===== config.mk =====
export PLATFORM = sky130hd
export DESIGN_NAME = mem_arbiter
export DESIGN_NICKNAME = d
export VERILOG_FILES = /design/src/rtl/mem_arbiter.sv
export SDC_FILE = /design/constraint.sdc
export NUM_CORES = 1
export LEC_CHECK = 0
export BUFFER_PORTS_ARGS = -buffer_cell sky130_fd_sc_hd__buf_2
export CELL_PAD_IN_SITES_DETAIL_PLACEMENT = 1
export CELL_PAD_IN_SITES_GLOBAL_PLACEMENT = 1
export CORE_AREA = 2 2 113 115
export CTS_BUF_LIST = sky130_fd_sc_hd__clkbuf_8
export DETAILED_ROUTE_END_ITERATION = 10
export DIE_AREA = 0 0 115 117
export PLACE_DENSITY_LB_ADDON = 0.3
export SETUP_SLACK_MARGIN = 0.5
export SYNTH_ARGS = -nofsm -noshare
export SYNTH_HDL_FRONTEND = slang
export SYNTH_SLANG_ARGS = --single-unit

===== constraint.sdc =====
create_clock -name clk_i -period 6.6 [get_ports clk_i]
set_input_delay 1.32 -clock clk_i [delete_from_list [all_inputs] [get_ports clk_i]]
set_output_delay 1.32 -clock clk_i [all_outputs]
set_load 0.01 [all_outputs]

===== src/rtl/mem_arbiter.sv =====
// Arbitrates fetch and load/store requests onto one single-port memory.
// Data has default priority, and a run-length counter hands priority to a waiting fetch.
module mem_arbiter #(
    parameter int ADDR_WIDTH   = 32,
    parameter int DATA_WIDTH   = 32,
    parameter int MEM_LATENCY  = 2,
    parameter int MAX_DATA_RUN = 4
) (
    input  logic                  clk_i,
    input  logic                  rst_i,
    input  logic                  i_valid_i,
    input  logic [ADDR_WIDTH-1:0] i_addr_i,
    output logic                  i_ready_o,
    output logic                  i_rvalid_o,
    input  logic                  d_valid_i,
    input  logic                  d_we_i,
    input  logic [ADDR_WIDTH-1:0] d_addr_i,
    input  logic [DATA_WIDTH-1:0] d_wdata_i,
    output logic                  d_ready_o,
    output logic                  d_rvalid_o,
    output logic [DATA_WIDTH-1:0] rdata_o,
    output logic                  mem_en_o,
    output logic                  mem_we_o,
    output logic [ADDR_WIDTH-1:0] mem_addr_o,
    output logic [DATA_WIDTH-1:0] mem_wdata_o,
    input  logic [DATA_WIDTH-1:0] mem_rdata_i,
    output logic                  busy_o
);

    localparam int LAT_W = (MEM_LATENCY > 1) ? $clog2(MEM_LATENCY) : 1;
    localparam int RUN_W = $clog2(MAX_DATA_RUN + 1);
    localparam logic [LAT_W-1:0] LAT_LOAD = LAT_W'(MEM_LATENCY - 1);
    localparam logic [RUN_W-1:0] RUN_MAX  = RUN_W'(MAX_DATA_RUN);

    typedef enum logic {
        ST_IDLE,
        ST_WAIT
    } state_t;

    state_t           state, state_next;
    logic [LAT_W-1:0] lat_cnt;
    logic [RUN_W-1:0] run_cnt;
    logic             src_data;
    logic             fetch_pri;
    logic             grant_i, grant_d;

    assign fetch_pri = (run_cnt == RUN_MAX);
    assign i_ready_o = grant_i;
    assign d_ready_o = grant_d;

    always_ff @(posedge clk_i or posedge rst_i) begin
        if (rst_i) begin
            state <= ST_IDLE;
        end else begin
            state <= state_next;
        end
    end

    // Readies are gated by reset so nothing is accepted while it is held.
    always_comb begin
        state_next = state;
        grant_i    = 1'b0;
        grant_d    = 1'b0;
        case (state)
            ST_IDLE: begin
                if (!rst_i) begin
                    if (d_valid_i && (!i_valid_i || !fetch_pri)) begin
                        grant_d = 1'b1;
                    end else if (i_valid_i) begin
                        grant_i = 1'b1;
                    end
                end
                if (grant_i || grant_d) begin
                    state_next = ST_WAIT;
                end
            end
            ST_WAIT: begin
                if (lat_cnt == '0) begin
                    state_next = ST_IDLE;
                end
            end
            default: state_next = ST_IDLE;
        endcase
    end

    always_ff @(posedge clk_i or posedge rst_i) begin
        if (rst_i) begin
            run_cnt <= '0;
        end else if (grant_d) begin
            if (!i_valid_i) begin
                run_cnt <= '0;
            end else if (run_cnt != RUN_MAX) begin
                run_cnt <= run_cnt + RUN_W'(1);
            end
        end else if (grant_i) begin
            run_cnt <= '0;
        end
    end

    always_ff @(posedge clk_i or posedge rst_i) begin
        if (rst_i) begin
            lat_cnt     <= '0;
            src_data    <= 1'b0;
            mem_en_o    <= 1'b0;
            mem_we_o    <= 1'b0;
            mem_addr_o  <= '0;
            mem_wdata_o <= '0;
            rdata_o     <= '0;
            i_rvalid_o  <= 1'b0;
            d_rvalid_o  <= 1'b0;
            busy_o      <= 1'b0;
        end else begin
            mem_en_o   <= 1'b0;
            i_rvalid_o <= 1'b0;
            d_rvalid_o <= 1'b0;
            case (state)
                ST_IDLE: begin
                    if (grant_d) begin
                        mem_en_o    <= 1'b1;
                        mem_we_o    <= d_we_i;
                        mem_addr_o  <= d_addr_i;
                        mem_wdata_o <= d_wdata_i;
                        src_data    <= 1'b1;
                        lat_cnt     <= LAT_LOAD;
                        busy_o      <= 1'b1;
                    end else if (grant_i) begin
                        mem_en_o    <= 1'b1;
                        mem_we_o    <= 1'b0;
                        mem_addr_o  <= i_addr_i;
                        mem_wdata_o <= '0;
                        src_data    <= 1'b0;
                        lat_cnt     <= LAT_LOAD;
                        busy_o      <= 1'b1;
                    end
                end
                ST_WAIT: begin
                    if (lat_cnt == '0) begin
                        rdata_o    <= mem_we_o ? '0 : mem_rdata_i;
                        d_rvalid_o <= src_data;
                        i_rvalid_o <= !src_data;
                        mem_we_o   <= 1'b0;
                        busy_o     <= 1'b0;
                    end else begin
                        lat_cnt <= lat_cnt - LAT_W'(1);
                    end
                end
                default: ;
            endcase
        end
    end

endmodule


==> results.txt <==
Measured along the x axis, the die boundary spans 115 um. The worst hold path terminates at rdata_o[28]$_DFFE_PP0P_. The kind of start point of the critical path was a primary input. The run finished with clean final reports.

After synthesis the netlist holds a flip-flop and latch count of 107. Synthesis produced a netlist with a net count of 499. In this run the mean area of a mapped cell was 12.2 um2. For the iteration-0 DRC count of the detailed router, the log shows 200.

The first TritonRoute pass finished after 4 iterations. The critical path is of the primary input to output pin type. The count of antenna-violating nets left after detailed routing was 0.

The cell row count came out at 41. The number of synthesized flops with an enable pin is 0, and the layout-stage area growth over the synthesis result is 30.4%. The largest vdd supply drop is 0.112 mV. The repair_antennas step left the layout with diodes totalling 0. The total leakage power was 3.07 nW; the transition time of the tightest slew-check pin was 1130 ps. Cells with a size suffix above 1 make up 44.5% of the layout.

For the number of global-route vias before repair, the log shows 3758. The biggest fanout along the worst timing path was 33; the routability congestion estimate was 0.747. For the maximum number of pins on one net before global-route repair, the log shows 69. The min-delay analysis places its worst path in the category flip-flop to flip-flop. Fill cells in the final layout number 1409.

The number of hold-repair buffers added at the cts stage came out at 0. Counting every instance in the synthesized netlist gives 364. The logs give 5280 ps for the required time of the critical path and 13.2 ps for the worst setup skew after layout.

The number of setup buffers added after CTS came out at 0. After layout, the design draws a total of 0.00230 W. The average routed wire per standard cell is 17.0 um, and the post-synthesis cell area is 4440 um2.

Clock-pin slew was measured on the worst setup and hold paths at 90 ps. The die height is 117 um. Setup total negative slack on the finished layout was measured at 0 ps. The worst hold path was traced through 2 stages. Max-cap violations in this run came to 0. The tools report the number of hold violations in the final report as 0.

The starting density of the core is 36.0%, and the number of vias per cell is 5.07. The clock passes through at most 2 buffers. The tools report the post-layout net count as 718.

Leaving out fill and tap cells, the most frequent cells in the layout are sky130_fd_sc_hd__buf_2 (235), sky130_fd_sc_hd__dfrtp_1 (107), sky130_fd_sc_hd__nand2_1 (37). The total half-perimeter wirelength after legalization and detailed placement is 8940 um. At the end of the flow the core is filled with cells to 47.0%. For the finished layout, the period the worst path requires is 3860 ps. Setup repair after global routing left no endpoint under its margin. For the number of setup violations in the final report, the log shows 0. The power per cell area was 397 nW/um2; the maximum level of the CTS H-tree was 3. The share of the Yosys chip area taken by registers is 60.3%.

In this run, distinct cell masters in the synthesized netlist total 32. Data arrives at the worst endpoint at 2540 ps. 236 I/O pins were placed. During placement, the flow inserted port buffers numbering 235. The cell sitting at the root of the clock tree is a sky130_fd_sc_hd__clkbuf_8. For this block, the routed nets add up to 12500 um of wire. The worst relative slew slack is 24.8%.

Global routing usage summed across all routing layers: 18.4%. The final-report max-slew violation count was 0. Capture point of the worst reg-to-reg path: mem_we_o$_DFFE_PP0P_. The tools report the origin of the critical flop-to-flop path as state$_DFF_PP0_. For the remaining global-route overflow, the log shows 0. For the die area, the log shows 13500 um2.

For this run, asynchronously set or reset flops after synthesis account for 100%. The number of antenna violations at the first check in global routing came out at 0. Among all flip-flop cells after synthesis, the most frequent one is sky130_fd_sc_hd__dfrtp_1.

The tools report the post-cts resize count as 0. Final routed DRC violation total: 0. TritonCTS built the clock tree. The depth of the worst register-to-register path is 4.

The final clock period utilization by the worst path was 58.5%; the number of CTS-inserted buffers was 9. The core region is 12300 um2. Clock tree synthesis found a total of 107 sinks. The most common library cell in the layout ignoring fill and taps was sky130_fd_sc_hd__buf_2. The clock insertion delay at the later pin of the skew report is 380 ps. For flop-to-flop paths, the worst setup slack is 4590 ps. The tools report the global-route wire length before repair as 19200 um.

Worst hold path startpoint: rdata_o[28]$_DFFE_PP0P_. Static timing analysis puts the maximum clock frequency at 0.259 GHz. The via count is 3736. Yosys printed 0 warnings.

The worst setup path is captured at an output pin.
## through the flow
| stage | area [um2] | instances | hold WS (ps) | worst slack (ps) |
|---|---|---|---|---|
| 4_1_cts | 5790 | 737 | 490 | 2730 |
| 5_1_grt | 5790 | 737 | 521 | 2700 |
| 3_3_place_gp | 5610 | 722 | 457 | 2750 |
| 6_report | 5790 | 737 | 481 | 2740 |
| 2_1_floorplan | 4440 | 364 | 426 | 2460 |
| 3_5_place_dp | 5610 | 722 | 468 | 2730 |
## registers in the layout, summed over array words and instances, names as in the netlist
register,flops
run_cnt,3
mem_addr_o,32
i_rvalid_o,1
state,1
src_data,1
rdata_o,32
d_rvalid_o,1
mem_we_o,1
mem_en_o,1
lat_cnt,1
busy_o,1
mem_wdata_o,32
## worst max-delay path by stage
stage | from | endpoint | slack, ps
final | rst_i | i_ready_o | 2740
after global routing | rst_i | i_ready_o | 2700
after CTS | rst_i | i_ready_o | 2730
after detailed placement | rst_i | i_ready_o | 2730
after global placement | rst_i | i_ready_o | 2750
after floorplan | rst_i | busy_o$_DFFE_PP0P_ | 2460
## final cells by class
type                    instances  area, um2  share of cell area, %
flip-flops and latches        107       2680                   46.3
multi-input cells             220       1520                   26.2
repair buffers                239       1210                   20.8
well taps                     150        188                   3.24
clock buffers                   9        124                   2.14
clock inverters                 6       51.3                  0.886
inverters                       6       25.0                  0.432
## where the power goes
group / switching, W / internal, W / total (W)
Combinational: 0.000471 / 0.000408 / 0.000878
Clock: 0.000227 / 0.000139 / 0.000366
Sequential: 0.000148 / 0.000906 / 0.00105
## worst max-delay path, stage by stage
cell,delay [ps]
sky130_fd_sc_hd__buf_2,130
sky130_fd_sc_hd__or3b_4,420
sky130_fd_sc_hd__a21oi_4,110
sky130_fd_sc_hd__buf_4,340
sky130_fd_sc_hd__buf_2,200
## layer usage
layer	vias to the layer above	track usage, %	part of all wire, %
met5	-	0	0
met4	0	7.87	1.8
met3	18	4.02	6.7
met2	154	29.9	48
met1	1815	23.9	43
li1	1749	-	-
## Yosys cell counts, types with 2 or more instances
master,number,area share [%]
sky130_fd_sc_hd__ha_1,2,0.56
sky130_fd_sc_hd__a221o_1,32,7.2
sky130_fd_sc_hd__a32o_1,2,0.45
sky130_fd_sc_hd__nand2b_1,32,4.5
sky130_fd_sc_hd__dfrtp_1,107,60
sky130_fd_sc_hd__o21ai_0,30,3.4
sky130_fd_sc_hd__o21ai_1,2,0.23
sky130_fd_sc_hd__inv_1,6,0.51
sky130_fd_sc_hd__nand2_1,37,3.1
sky130_fd_sc_hd__a22o_1,33,6.5
sky130_fd_sc_hd__buf_6,9,2.3
sky130_fd_sc_hd__nor2_1,4,0.34
sky130_fd_sc_hd__buf_2,8,0.90
sky130_fd_sc_hd__a21boi_0,32,5.4
sky130_fd_sc_hd__clkbuf_1,11,0.93
## cell families (layout without fill, tap and decap cells)
logic type / Yosys count / after routing / synth area share (%)
adders and majority gates: 2 / 2 / 0.564
AOI/OAI and AO/OA: 135 / 135 / 24.0
buffers and inverters: 37 / 260 / 5.53
muxes: 1 / 1 / 0.226
and+or+nand+nor: 82 / 82 / 9.36
DFF: 107 / 107 / 60.3
No activity file was read; power rests on OpenSTA's default activity.
